==> src/rtl/quad_encoder_gen.sv <==
// Quadrature encoder signal generator: steps a position counter at a
// programmable rate and drives the matching A/B phases, direction and strobe.
// Optional index pulse on Z when QUAD_ENCODER_INDEX_EN is defined; otherwise
// Z is tied low and no index logic exists.
module quad_encoder_gen #(
  parameter int unsigned POS_WIDTH = 16,
  parameter int unsigned CPR       = 1024,
  parameter int unsigned DIV_WIDTH = 8
) (
  input  logic                 clk,
  input  logic                 rst,
  input  logic                 en,
  input  logic                 horario,
  input  logic                 antihorario,
  input  logic [DIV_WIDTH-1:0] div,
  output logic                 A,
  output logic                 B,
  output logic                 Z,
  output logic [POS_WIDTH-1:0] pos,
  output logic                 dir,
  output logic                 step
);

  localparam logic [POS_WIDTH-1:0] POS_MAX = POS_WIDTH'(CPR - 1);

  logic                 valid;
  logic                 take;
  logic [DIV_WIDTH-1:0] presc;
  logic [DIV_WIDTH-1:0] presc_next;
  logic [POS_WIDTH-1:0] pos_next;
  logic                 a_next;
  logic                 b_next;

  // Request qualification, prescaler and next position/phase computation
  always_comb begin
    valid      = en & (horario ^ antihorario);
    take       = valid & (presc >= div);
    presc_next = '0;
    pos_next   = pos;
    if (valid && !take) begin
      presc_next = presc + DIV_WIDTH'(1);
    end
    if (take) begin
      if (horario) begin
        pos_next = (pos == POS_MAX) ? '0 : pos + POS_WIDTH'(1);
      end else begin
        pos_next = (pos == '0) ? POS_MAX : pos - POS_WIDTH'(1);
      end
    end
    // Gray mapping 0->00, 1->10, 2->11, 3->01 for {A,B}
    a_next = pos_next[1] ^ pos_next[0];
    b_next = pos_next[1];
  end

  // Position, phases, direction, strobe and prescaler registers
  always_ff @(posedge clk or posedge rst) begin
    if (rst) begin
      presc <= '0;
      pos   <= '0;
      A     <= 1'b0;
      B     <= 1'b0;
      dir   <= 1'b0;
      step  <= 1'b0;
    end else begin
      presc <= presc_next;
      step  <= take;
      if (take) begin
        pos <= pos_next;
        A   <= a_next;
        B   <= b_next;
        dir <= horario;
      end
    end
  end

`ifdef QUAD_ENCODER_INDEX_EN
  // Index pulse: set on the step that enters position 0, cleared on the step that leaves it
  always_ff @(posedge clk or posedge rst) begin
    if (rst) begin
      Z <= 1'b0;
    end else if (take) begin
      Z <= (pos_next == '0);
    end
  end
`else
  assign Z = 1'b0;
`endif

endmodule

==> config.mk <==
export PLATFORM = sky130hd
export DESIGN_NAME = quad_encoder_gen
export DESIGN_NICKNAME = d
export VERILOG_FILES = /design/src/rtl/quad_encoder_gen.sv
export SDC_FILE = /design/constraint.sdc
export NUM_CORES = 1
export LEC_CHECK = 0
export ABC_AREA = 1
export CAP_MARGIN = 20
export CORE_MARGIN = 2
export CORE_UTILIZATION = 59
export DETAILED_ROUTE_END_ITERATION = 8
export PLACE_DENSITY_LB_ADDON = 0.3
export SLEW_MARGIN = 0
export SYNTH_ARGS = -nofsm -noshare
export SYNTH_HDL_FRONTEND = slang
export SYNTH_SLANG_ARGS = --single-unit
==> constraint.sdc <==
create_clock -name clk -period 4.9 [get_ports clk]
set_input_delay 1.225 -clock clk [delete_from_list [all_inputs] [get_ports clk]]
set_output_delay 1.225 -clock clk [all_outputs]
set_load 0.1 [all_outputs]
**Word-level counts from Yosys, hierarchy flattened**

Index checks and enable logic that the tools add are counted.

- Flip-flop bits (word level): 28
- Bits of input ports: 13
- Output and inout port bits: 21

- Add/sub/neg operators: 3
- Magnitude comparators: 1
- Equality and inequality tests: 1
- Muxes and demuxes: 5
- Bitwise operators: 4
- Reduce and logical (&&, ||, !) cells: 3

Operators with widths:

| kind | number |
|---|---|
| 16-bit 2-to-1 mux | 3 |
| 16-bit by 1-bit adder with 16-bit output (second input constant) | 1 |
| 16-bit by 10-bit equality test with 1-bit output (second input constant) | 1 |
| 16-bit logical NOT | 1 |
| 16-bit by 1-bit subtractor with 16-bit output (second input constant) | 1 |
| 8-bit by 1-bit adder with 8-bit output (second input constant) | 1 |
| 8-bit greater-or-equal comparator | 1 |
| 8-bit 2-to-1 mux | 1 |
| 1-bit AND | 2 |
| 2-bit 2-to-1 mux | 1 |
| 1-bit XOR | 2 |
| 1-bit logical AND | 1 |
| 1-bit logical NOT | 1 |

**Longest topological paths before layout**

Gate-level depths: netlist of the first run.

- Depth after elaboration: 6
- Mapped depth: 14

**Worst setup path after synthesis of the first run**

No wires, ideal clock.

- Path kind: flip-flop to output port
- From: register pos[1]
- To: output port pos[1]
- Arrival time: 1.376 ns
- Required time: 3.675 ns
- Path slack: 2.299 ns
- Stages on the path, launching flop included: 2
- Path buffers: 1
- Cells stage by stage: dfrtp_1 > buf_4

RTL lines:

| element | RTL line | source |
|---|---|---|
| start: declaration | 19 | `output logic [POS_WIDTH-1:0] pos,` |
| start signal: assignment | 68 | `pos <= pos_next;` |

No word-level cell between the ends.

**Worst setup path in the final report of the first run**

- From: input port div[3]
- To: register A

- Cells in the longest elaborated chain, start to end: 4

RTL lines:

| element | RTL line | source |
|---|---|---|
| start: declaration | 15 | `input logic [DIV_WIDTH-1:0] div,` |
| 8-bit greater-or-equal comparator (*) | 37 | `take = valid & (presc >= div);` |
| 1-bit AND (*) | 37 |  |
| 2-bit 2-to-1 mux | 43 | `if (take) begin` |
| 1-bit XOR | 51 | `a_next = pos_next[1] ^ pos_next[0];` |
| end signal: assignment | 69 | `A <= a_next;` |
| end: declaration | 16 | `output logic A,` |

Every way passes the cells marked *; elsewhere a longest branch is shown, timed or not.
A chain may end at the register's enable or synchronous reset.

==> results by group, run 1 <==
Outcome
  – Status: complete, no violations

Detailed routing
  – Post-Route WL: 5320 um
  – Vias after detailed routing: 2304
  – Drt pass-1 iters: 4
  – Via density: 5.36
  – Final ANT Viol Nets: 0
  – Wire length per cell: 12.4 um
  – Number of DRC markers in iteration 0: 214
  – DRC: 0

Clock network
  – Clk buf depth: 2
  – H-tree Lvls: 1
  – CTS Root Cell: clkbuf_8
  – Postcts setup bufs: 0
  – CTS tree: done
  – Hold buffer count at cts: 0
  – Clock slew at the register clock pins of the worst setup and hold paths: 0.10 ns
  – Clock latency on the worst-skew pair: 0.28 ns
  – Total clock sinks: 27
  – PostCTS Resize Cnt: 0
  – CTS buffer count: 3

Synth
  – Seq cells post-synth: 27
  – Ys flop type: dfrtp_1
  – Top post-synthesis cells by area: dfrtp_1 (30%), nand2_1 (20%), nor2_1 (7.0%)
  – Post-Syn Nets: 378
  – Count of cell types in the netlist: 30
  – Top post-synthesis cells by count: nand2_1 (119), nor2_1 (42), inv_1 (41)
  – Top-count cell post-synth: nand2_1
  – Synth Instances: 353
  – Area leader, netlist: dfrtp_1
  – Post-synth EDFFs: 0
  – Avg Inst Size Synth: 6.36 um^2
  – Sequential element share of the synthesized area: 0.301
  – Ys Warns: 0
  – Mapped cell area: 0.00224 mm^2
  – Fraction of registers with async set/reset: 1.00
  – Area fraction of the dominant cell type after synthesis: 0.301

Final layout
  – Layout cells sized above 1: 0.0524
  – Fillcell total: 301
  – Fin area: 0.00264 mm^2
  – Ant diodes: 0
  – Post-route insts no fill: 430
  – Utilization after layout: 0.720
  – Area Overhead vs Synth: 17.5%
  – Final nets: 408

Timing
  – Rel. slew slack: 0.345
  – Final Slew Violations: 0
  – Slew at the pin closest to its max-slew limit: 0.980 ns
  – Final setup fails: 0
  – RSZ-0062 raised after global routing: false
  – Setup TNS: 0 ns
  – Minimum clock period: 3.26 ns
  – Max Fclk: 0.307 GHz
  – Final Hold Viols: 0
  – Tcrit/Tclk final: 0.665
  – Final clock skew: 0.0109 ns

Worst setup path
  – RR Endpoint: A$_DFFE_PP0N_
  – Critical path peak fanout: 27
  – Slowest-stage cell, CP: inv_2
  – R2r setup slk: 2.65 ns
  – CP Launch Type: input pin
  – Crit. End Element: register
  – Critical Path, Cell by Cell: clkdlybuf4s50_1 -> inv_1 -> ha_1 -> nand2_1 -> nor2_1 -> nor2_1 -> nand2_1 -> nand2_1 -> nand2_1 -> nand2_1 -> inv_2 -> nand2_1 -> nand2_1 -> nand2_1
  – Worst Path Class, Setup: in -> reg
  – Worst Path Arrival: 3.44 ns
  – Critical Path Max Stage Delay: 0.47 ns
  – Worst r2r src: presc[3]$_DFF_PP0_
  – Register-to-Register Path Depth: 12
  – Critical Path RT: 5.09 ns
  – Cell mode on critical path: nand2_1

Global routing
  – Total Routing Usage GR: 0.260
  – Initial antenna violation count: 0
  – Grt ovf: 0
  – Largest net degree at the start of global routing: 28
  – First-pass GRT wire length: 8830 um
  – Vias in the first global route: 2059

Worst hold path
  – Critical hold path startpoint: presc[0]$_DFF_PP0_
  – Hold path endpoint: presc[0]$_DFF_PP0_
  – Hold depth: 1
  – HP Class: reg -> reg

Floorplan
  – I/O pin total: 34
  – Chip height: 65.7 um
  – Core area: 0.00366 mm^2
  – Initial Util: 0.613
  – Die area: 0.00431 mm^2
  – Die width: 65.7 um
  – Site row count: 22

Job
  – Maxcap violations: 0

Placement
  – Placer Congestion: 0.995
  – Inst Count DP: 425
  – Dpl hpwl: 4000 um
  – Dpl cell area: 0.00258 mm^2
  – Port Buffers: 32

Power
  – Maximum VDD drop: 218 uV
  – Lkg Pwr: 1.35 nW
  – PD cells: 293 mW/mm^2
  – Tot Pwr: 773 uW
==> per-layer routing <==
layer	global-route usage	vias to the layer above	part of all wire
met1	0.362	1046	0.47
met5	0	-	0
met3	0.0308	10	0.059
met2	0.418	72	0.45
met4	0.0911	0	0.016
li1	-	1176	-
==> state kept, by name (all words and copies together) (netlist names) <==
signal  flops
presc       8
dir         1
pos        16
A           1
step        1
==> kinds of logic after synthesis <==
logic type | share of synthesized area
AND/OR/NAND/NOR | 0.417
buffers and inverters | 0.0936
AO/OA/AOI/OAI | 0.0847
flip-flops | 0.301
adder cells (fa/ha/maj) | 0.0669
XOR/XNOR | 0.0351
other | 0.00167
==> stage by stage <==
stage / hold WS (ns) / setup slack, ns
floorplan: 0.454 / 2.30
global placement: 0.476 / 1.48
detailed placement: 0.497 / 1.37
CTS: 0.510 / 1.68
global route: 0.532 / 1.38
finish: 0.508 / 1.64
==> final cells by class <==
type,count,area [um^2],share of cell area
Timing Repair Buffer,33,335,0.127
Multi-Input combinational cell,275,1360,0.515
Clock buffer,3,41.3,0.0157
Sequential cell,27,676,0.256
Inverter,43,161,0.0612
Tap cell,48,60.1,0.0228
Clock inverter,1,5.00,0.00190
==> placed cells by master (no fill, tap or decap) <==
master / n
a21oi_1: 7
a21oi_2: 1
a31oi_1: 1
and3_1: 1
buf_8: 1
clkbuf_8: 3
clkdlybuf4s50_1: 32
clkinv_2: 1
conb_1: 1
dfrtp_1: 27
ha_1: 12
inv_1: 41
inv_2: 2
nand2_1: 119
nand2_2: 4
nand3_1: 30
nand3_2: 1
nand3b_1: 1
nand4_1: 5
nor2_1: 42
nor2_2: 3
nor3_1: 5
nor3_2: 2
nor3_4: 1
nor3b_1: 2
o21a_1: 2
o21ai_0: 14
o21ai_1: 11
or2_2: 1
xor2_1: 9
==> worst max path at each step <==
stage,endpoint,startpoint,cells after the start
after floorplan,pos[1],pos[1]$_DFFE_PP0N_,1
after global placement,A$_DFFE_PP0N_,div[3],14
after detailed placement,A$_DFFE_PP0N_,div[3],14
after CTS,pos[7],pos[7]$_DFFE_PP0N_,1
after global routing,A$_DFFE_PP0N_,div[3],14
final,A$_DFFE_PP0N_,div[3],14
==> critical path: cells and delay by family <==
kind / cells / cell delay [ns]
simple gates: 10 / 0.96
buf+inv: 3 / 0.96
fa+ha+maj: 1 / 0.28
==> report_power, final <==
group	leakage (nW)	switching [mW]	internal [mW]	total, mW
combinational	0.982	0.270	0.0962	0.366
sequential	0.341	0.0343	0.242	0.276
clock	0.0255	0.0735	0.0572	0.131
(Power assumes the default switching activity.)
==> inputs of run 2 (changes only) <==
Settings changed: CORE_UTILIZATION 59 to 55.
Clock period 4.9 ns to 3.09 ns, I/O delays scaled along.
==> run 2 against run 1 <==
Net effect:
- die area rose by 6.8%
- core utilization fell by 6.5 points
- sequential power rose by 59%
- clock-buffer cell count is 1 higher
- power is 56% higher
==> results by group, run 2 (synthesis results as in run 1) <==
Outcome
  – Status: complete, no violations

Final layout
  – Top reg by flops: pos
  – Utilization after layout: 0.656
  – Top flop regs: pos x16, presc x8
  – Commonest cells after routing, fill and taps aside: nand2_1 (119), nor2_1 (42), inv_1 (41), nand3_1 (30), dfrtp_1 (27)
  – Post-route insts no fill: 435
  – Max reg flops: 16
  – Final nets: 411
  – Ant diodes: 0
  – Layout cells sized above 1: 0.109
  – Area Overhead vs Synth: 16.0%
  – Commonest non-fill, non-tap cell in the layout: nand2_1
  – Fin area: 0.00260 mm^2

Clock network
  – Clock slew at the register clock pins of the worst setup and hold paths: 0.10 ns
  – Total clock sinks: 27
  – PostCTS Resize Cnt: 0
  – CTS Root Cell: clkbuf_8
  – Hold buffer count at cts: 0
  – Clk buf depth: 2
  – Clock latency on the worst-skew pair: 0.27 ns
  – H-tree Lvls: 1
  – Postcts setup bufs: 0
  – CTS tree: done
  – CTS buffer count: 3

Timing
  – Final hold slack: 0.499 ns
  – RSZ-0062 raised after global routing: false
  – Setup TNS: 0 ns
  – Final setup fails: 0
  – Final Hold Viols: 0
  – Max Fclk: 0.412 GHz
  – Final Slew Violations: 0
  – Final clock skew: 0.00824 ns
  – Tcrit/Tclk final: 0.786
  – Setup ws final: 0.660 ns
  – Minimum clock period: 2.43 ns

Worst setup path
  – Worst Path Class, Setup: in -> reg
  – Crit. End Element: register
  – Critical Path, Cell by Cell: clkdlybuf4s50_1 -> inv_1 -> ha_1 -> nand2_1 -> nor2_1 -> nor2_1 -> nand2_1 -> nand2_1 -> nand2_1 -> nand2_1 -> inv_2 -> nand2_1 -> nand2_1 -> nand2_1
  – Cell mode on critical path: nand2_1
  – Critical Path Max Stage Delay: 0.45 ns
  – Slowest-stage cell, CP: clkdlybuf4s50_1
  – CP Launch Type: input pin
  – Critical Path RT: 3.26 ns
  – Critical path peak fanout: 27
  – WP buf/inv: 3
  – Worst Path Arrival: 2.60 ns
  – Worst path top cell family by delay: buffers and inverters

Detailed routing
  – Post-Route WL: 5260 um
  – DRC: 0
  – Vias after detailed routing: 2272
  – Number of DRC markers in iteration 0: 161
  – Final ANT Viol Nets: 0
  – Via density: 5.22
  – Drt pass-1 iters: 5
  – Wire length per cell: 12.1 um

Placement
  – Port Buffers: 32
  – Post-place setup slack: 0.352 ns
  – Dpl hpwl: 4040 um
  – Dpl cell area: 0.00256 mm^2
  – Inst Count DP: 431
  – Placer Congestion: 0.971

Global routing
  – Vias in the first global route: 1966
  – Grt ovf: 0
  – First-pass GRT wire length: 8740 um
  – Largest net degree at the start of global routing: 28
  – Initial antenna violation count: 0
  – Total Routing Usage GR: 0.247

Power
  – PD cells: 464 mW/mm^2
  – Tot Pwr: 1.21 mW
  – Lkg Pwr: 1.38 nW
  – Maximum VDD drop: 331 uV

Job
  – Maxcap violations: 0

Worst hold path
  – HP Class: reg -> reg

Floorplan
  – Initial Util: 0.565
  – Core area: 0.00397 mm^2
  – Site row count: 23
  – Chip height: 67.9 um
  – Die width: 67.9 um
  – I/O pin total: 34
  – Die area: 0.00461 mm^2
==> run 2: layout make-up <==
| class | count | area, um^2 |
|---|---|---|
| sequential | 27 | 676 |
| clock buffer | 4 | 45.0 |
| inverter | 43 | 161 |
| multi-input combinational | 275 | 1360 |
| fill | 373 | 1370 |
| timing repair buffer | 36 | 300 |
| tap | 50 | 62.6 |
==> run 2: worst min-delay path, cell delays in order, from the launching register on <==
cell and delay (ns):
dfrtp_1 0.36, nand2_1 0.05, o21ai_0 0.06
==> run 2: final timing paths <==
| kind | slack (ns) | from | cells past startpoint | end |
|---|---|---|---|---|
| worst max-delay path | 0.66 | div[3] | 14 | A$_DFFE_PP0N_ |
| worst min-delay path | 0.50 | dir$_DFFE_PP0N_ | 2 | dir$_DFFE_PP0N_ |
| worst max register to register | 1.21 | presc[3]$_DFF_PP0_ | 12 | A$_DFFE_PP0N_ |
| worst min register to register | 0.50 | dir$_DFFE_PP0N_ | 2 | dir$_DFFE_PP0N_ |
| max in group asynchronous | 1.97 | rst | 3 | pos[3]$_DFFE_PP0N_ |
| min in group asynchronous | 0.85 | rst | 3 | step$_DFF_PP0_ |
==> run 2: report_power, final <==
group	switching [mW]	internal (mW)	leakage, nW
Sequential	0.0561	0.384	0.341
Clock	0.110	0.0924	0.0228
Combinational	0.425	0.142	1.02
Total	0.591	0.618	1.38
==> run 2: per-layer routing <==
layer	vias to the layer above	track usage	part of all wire	routed length, um
li1	1185	-	-	-
met1	1002	0.361	0.50	2610
met2	75	0.400	0.43	2240
met3	10	0.0197	0.064	338
met4	0	0.0525	0.014	74
met5	-	0	0	0
